### src/rtl/branch_target_buffer.sv
// branch_target_buffer: direct-mapped BTB with saturating direction counters and statistics
module branch_target_buffer #(
    parameter int ENTRIES = 16,
    parameter int ADDR_W  = 32,
    parameter int CNT_W   = 2,
    parameter int STAT_W  = 32
) (
    input  logic              CLK,
    input  logic              RST,
    input  logic              lookup_en,
    input  logic [ADDR_W-1:0] lookup_pc,
    output logic              pred_hit,
    output logic              pred_taken,
    output logic [ADDR_W-1:0] pred_target,
    input  logic              upd_en,
    input  logic [ADDR_W-1:0] upd_pc,
    input  logic              upd_taken,
    input  logic [ADDR_W-1:0] upd_target,
    input  logic              upd_pred_taken,
    input  logic [ADDR_W-1:0] upd_pred_target,
    input  logic              inval,
    output logic              mispredict,
    output logic [STAT_W-1:0] stat_lookups,
    output logic [STAT_W-1:0] stat_hits,
    output logic [STAT_W-1:0] stat_mispredicts
);
    localparam int IDX_W = $clog2(ENTRIES);
    localparam int TAG_W = ADDR_W - IDX_W - 2;
    localparam logic [CNT_W-1:0] CNT_WT  = CNT_W'(1) << (CNT_W - 1);
    localparam logic [CNT_W-1:0] CNT_WNT = CNT_WT - 1'b1;

    logic [ENTRIES-1:0] valid_q;
    logic [TAG_W-1:0]   tag_q [ENTRIES];
    logic [ADDR_W-1:0]  tgt_q [ENTRIES];
    logic [CNT_W-1:0]   cnt_q [ENTRIES];
    logic [IDX_W-1:0]   l_idx, u_idx;
    logic [TAG_W-1:0]   l_tag, u_tag;
    logic [CNT_W-1:0]   u_cnt;
    logic               u_hit;
    logic               unused_pc_bits;

    assign l_idx = lookup_pc[IDX_W+1:2];
    assign l_tag = lookup_pc[ADDR_W-1:IDX_W+2];
    assign u_idx = upd_pc[IDX_W+1:2];
    assign u_tag = upd_pc[ADDR_W-1:IDX_W+2];
    assign unused_pc_bits = ^{lookup_pc[1:0], upd_pc[1:0]};

    always_comb begin
        pred_hit    = valid_q[l_idx] && tag_q[l_idx] == l_tag;
        pred_taken  = pred_hit && cnt_q[l_idx][CNT_W-1];
        pred_target = pred_taken ? tgt_q[l_idx] : lookup_pc + ADDR_W'(4);
        mispredict  = upd_en && ((upd_taken != upd_pred_taken) ||
                                 (upd_taken && upd_pred_target != upd_target));
        u_hit       = valid_q[u_idx] && tag_q[u_idx] == u_tag;
        u_cnt       = upd_taken ? (cnt_q[u_idx] == '1 ? cnt_q[u_idx] : cnt_q[u_idx] + 1'b1)
                                : (cnt_q[u_idx] == '0 ? cnt_q[u_idx] : cnt_q[u_idx] - 1'b1);
    end

    // inval beats a same-cycle update; tags and targets carry no reset
    always_ff @(posedge CLK) begin
        if (RST) begin
            valid_q <= '0;
            for (int i = 0; i < ENTRIES; i++) cnt_q[i] <= CNT_WNT;
        end else if (inval) begin
            valid_q <= '0;
        end else if (upd_en && u_hit) begin
            cnt_q[u_idx] <= u_cnt;
            if (upd_taken) tgt_q[u_idx] <= upd_target;
        end else if (upd_en && upd_taken) begin
            valid_q[u_idx] <= 1'b1;
            tag_q[u_idx]   <= u_tag;
            tgt_q[u_idx]   <= upd_target;
            cnt_q[u_idx]   <= CNT_WT;
        end
    end

    function automatic logic [STAT_W-1:0] sat_inc(input logic [STAT_W-1:0] v, input logic en);
        return (en && v != '1) ? v + 1'b1 : v;
    endfunction

    always_ff @(posedge CLK) begin
        if (RST) begin
            stat_lookups     <= '0;
            stat_hits        <= '0;
            stat_mispredicts <= '0;
        end else begin
            stat_lookups     <= sat_inc(stat_lookups, lookup_en);
            stat_hits        <= sat_inc(stat_hits, lookup_en && pred_hit);
            stat_mispredicts <= sat_inc(stat_mispredicts, mispredict);
        end
    end
endmodule
### config.mk
export PLATFORM = sky130hd
export DESIGN_NAME = branch_target_buffer
export DESIGN_NICKNAME = d
export VERILOG_FILES = /design/src/rtl/branch_target_buffer.sv
export SDC_FILE = /design/constraint.sdc
export NUM_CORES = 2
export LEC_CHECK = 0
export ABC_AREA = 1
export CAP_MARGIN = 15
export CORE_ASPECT_RATIO = 1.75
export CORE_MARGIN = 2
export CORE_UTILIZATION = 40
export CTS_CLUSTER_DIAMETER = 80
export DETAILED_ROUTE_END_ITERATION = 8
export GPL_ROUTABILITY_DRIVEN = 1
export PLACE_DENSITY_LB_ADDON = 0.12
export REMOVE_ABC_BUFFERS = 1
export SETUP_SLACK_MARGIN = 0.5
export SYNTH_ARGS = -nofsm -noshare
export SYNTH_HDL_FRONTEND = slang
export SYNTH_SLANG_ARGS = --single-unit
### constraint.sdc
create_clock -name CLK -period 6.4 [get_ports CLK]
set_input_delay 0.96 -clock CLK [delete_from_list [all_inputs] [get_ports CLK]]
set_output_delay 0.96 -clock CLK [all_outputs]
set_load 0.05 [all_outputs]
==> metrics.txt <==
power share of the combinational group 9.8%; Clk pin slew, worst setup/hold paths 0.07 ns; worst hold path type flip-flop to flip-flop; Max Clk Rate about 0.18 GHz; ANT nets after route 0; syn avg cell area ~9.4 µm²; WL final 181 mm; clock root buffer clkbuf_16; H-tree depth 3; DR vias/cell 5.50; Final Hold Fails 0; Net count, final 5862; pin count of the biggest net entering global routing 196; Tot Pwr 15600 µW; number of synthesized flops with an enable pin 960; Layout area overhead 17.4%; Lkg Pwr 0.0229 µW; Compound-Gate Fraction of Synth Area 10.5%; simple-gate share of the synthesized area 21.0%; Syn Inst Count 5481; post-synthesis mux area share 0%; GRT Total Usage a little over a quarter; post-synthesis register bit count 1072; CTS Sinks 1072; final core utilization 47.4%; routed len/inst around 24 µm; Post-Layout Cell Count 7471; crit-path cells buf_8 > clkinv_8 > buf_4 > nand2_1 > nand3_1 > nand3_1 > nand3_1 > nand3_1 > nand2_1 > nor2_1 > nand2_1 > nor2_1 > nand2_1 > nor2_2 > nand2_1 > buf_4 > buf_4 > o21ai_0 > inv_1 > buf_12; Port Buf Inserts around 260; Clock power frac between 40% and 50%; DP Wirelength approximately 120 mm; register share of total power 49.1%; internal cell power 11700 µW; Worst Setup Slack, final roughly 0.76 ns; outcome complete, no violations; period utilization 88.1%; max-cap violations 0; switching portion of total power 24.8%; WP buf/inv 7; first-pass GRT wire length 261 mm; Die W roughly 270 µm; sequential area share after synthesis 60.6%; worst-case clock buffer depth 3; Critical Path Sink Type output pin; slowest CP cell buf_4; routability cong. roughly 0.91; worst vdd ir 0.000241 V; number of global-route vias before repair 39.7k; Die H 478 µm; Crit Path Class primary input to output pin; Pre-antenna DRT Iters 6; CP most frequent cell nand2_1; Final Skew 0.0452 ns; largest family of logic cells by synthesized area simple AND/OR/NAND/NOR gates; Initial Util between 40 and 50%; Worst-Margin Slew 1.17 ns; largest cells by area after synthesis edfxtp_1 (56%), nand2_1 (10%), nor2_1 (4.8%), dfxtp_1 (4.4%), inv_1 (3.8%); synthesized area 51300 µm²; Core Area ~130000 µm²; XOR/XNOR Fraction of Synth Area between 1 and 1.5%; row count 173; Arr. time, crit path 4.68 ns; Post-CTS Setup Bufs 0; layout cell share with drive strength beyond 1 approximately 7.5%; unrepaired setup endpoints after global routing false; initial antenna violation count 7; Area after DPL 56700 µm²; Vias about 41k; clk_lat worst skew 0.75 ns; Final Setup Violations 0; DP Cell Count 7283; count leader, synth nand2_1; predominant post-synthesis flop cell edfxtp_1; Pins Over Slew Limit 0; synth unique cells 55; Post-synth top cells nand2_1 (1430), edfxtp_1 (960), nor2_1 (660), inv_1 (518), o21ai_0 (387); Synth top area share around 56%; CTS tree built; P_sw around 3900 µW; Design Area, Final 60200 µm²; Place WS 0.641 ns; hold_buf cts 0; CP required 5.44 ns; Synth warnings 0; post-CTS resize count 0; DRT iter0 DRCs 3389; startpoint types primary input; total grt overflow 0; die area 131000 µm²; post-route minimum period 5.64 ns; CP delay by family, top buffers and inverters; Post-Synth Adder-Cell Area 0.0976%; Max-slew headroom 21.8%; Max stage delay on crit path roughly 0.48 ns; CTS buffer count 100; Async SR Flop Fraction 0%; power density cells 259 nW/µm²; io pins 266; Worst Path Max Fanout 112; post-synth top area cell edfxtp_1; drt drc 0
## worst min-delay path, cell delays in order, from the launching register on
cell and delay, ns:
dfxtp_1 0.33, nand2_1 0.07, nand2_1 0.05
## power groups by stage
stage	Combinational, µW	Clock [µW]	Sequential (µW)
4_1_cts	1530	6520	7650
3_3_place_gp	1510	0	7800
3_5_place_dp	1520	0	7810
6_report	1530	6410	7650
5_1_grt	1640	6770	7650
2_1_floorplan	677	0	7810
## layout by cell type (no fill, tap or decap), types with 112 or more instances in the layout
cell,Yosys,routed
nand2_1,1430,1430
nor2_1,660,652
inv_1,518,510
a22oi_1,175,175
o21ai_0,387,387
clkdlybuf4s50_1,0,224
buf_4,34,139
edfxtp_1,960,960
nand3_1,314,314
dfxtp_1,112,112
## per-layer routing
layer / part of all wire [%] / track usage [%] / vias to the layer above
li1: - / - / 19200
met1: 36 / 30.3 / 19900
met4: 5.9 / 15.0 / 10
met2: 52 / 49.2 / 1621
met3: 6.1 / 3.87 / 424
met5: 0.040 / 0 / -
## logic make-up (layout without fill, tap and decap cells)
family                   Yosys count  after routing
AO/OA/AOI/OAI                    888            888
XOR/XNOR                          69             69
other                              0              1
flip-flops                      1072           1072
buffers and inverters            825           1152
AND/OR/NAND/NOR                 2623           2623
adder cells (fa/ha/maj)            4              4
## path summary, 6_finish.rpt
kind	start	endpoint	slack, ns	cells past startpoint
setup / recovery	lookup_pc[2]	pred_target[19]	0.76	20
hold / removal	valid_q[6]	valid_q[6]	0.49	2
setup reg to reg	stat_hits[0]	stat_hits[21]	2.57	18
hold reg to reg	valid_q[6]	valid_q[6]	0.49	2
## state kept, by name, summed over array words and instances (netlist names)
| name | flops |
|---|---|
| stat_lookups | 32 |
| stat_hits | 32 |
| valid_q | 16 |
| tag_q | 416 |
| stat_mispredicts | 32 |
| tgt_q | 512 |
| cnt_q | 32 |
## through the flow
stage          hold WS [ns]  TNS, ns
6_report              0.490        0
5_1_grt               0.514        0
4_1_cts               0.490        0
3_5_place_dp          0.476        0
3_3_place_gp          0.468        0
2_1_floorplan         0.445   -43.31
## area by class of cell
cell class | count | area, µm²
Timing Repair Buffer | 431 | 4610
Sequential cell | 1072 | 31100
Tap cell | 1662 | 2080
Clock inverter | 67 | 887
Multi-Input combinational cell | 3584 | 16900
Fill cell | 12000 | 66900
Antenna cell | 1 | 2.50
Clock buffer | 120 | 2600
Inverter | 534 | 2030
(Power assumes the default switching activity.)
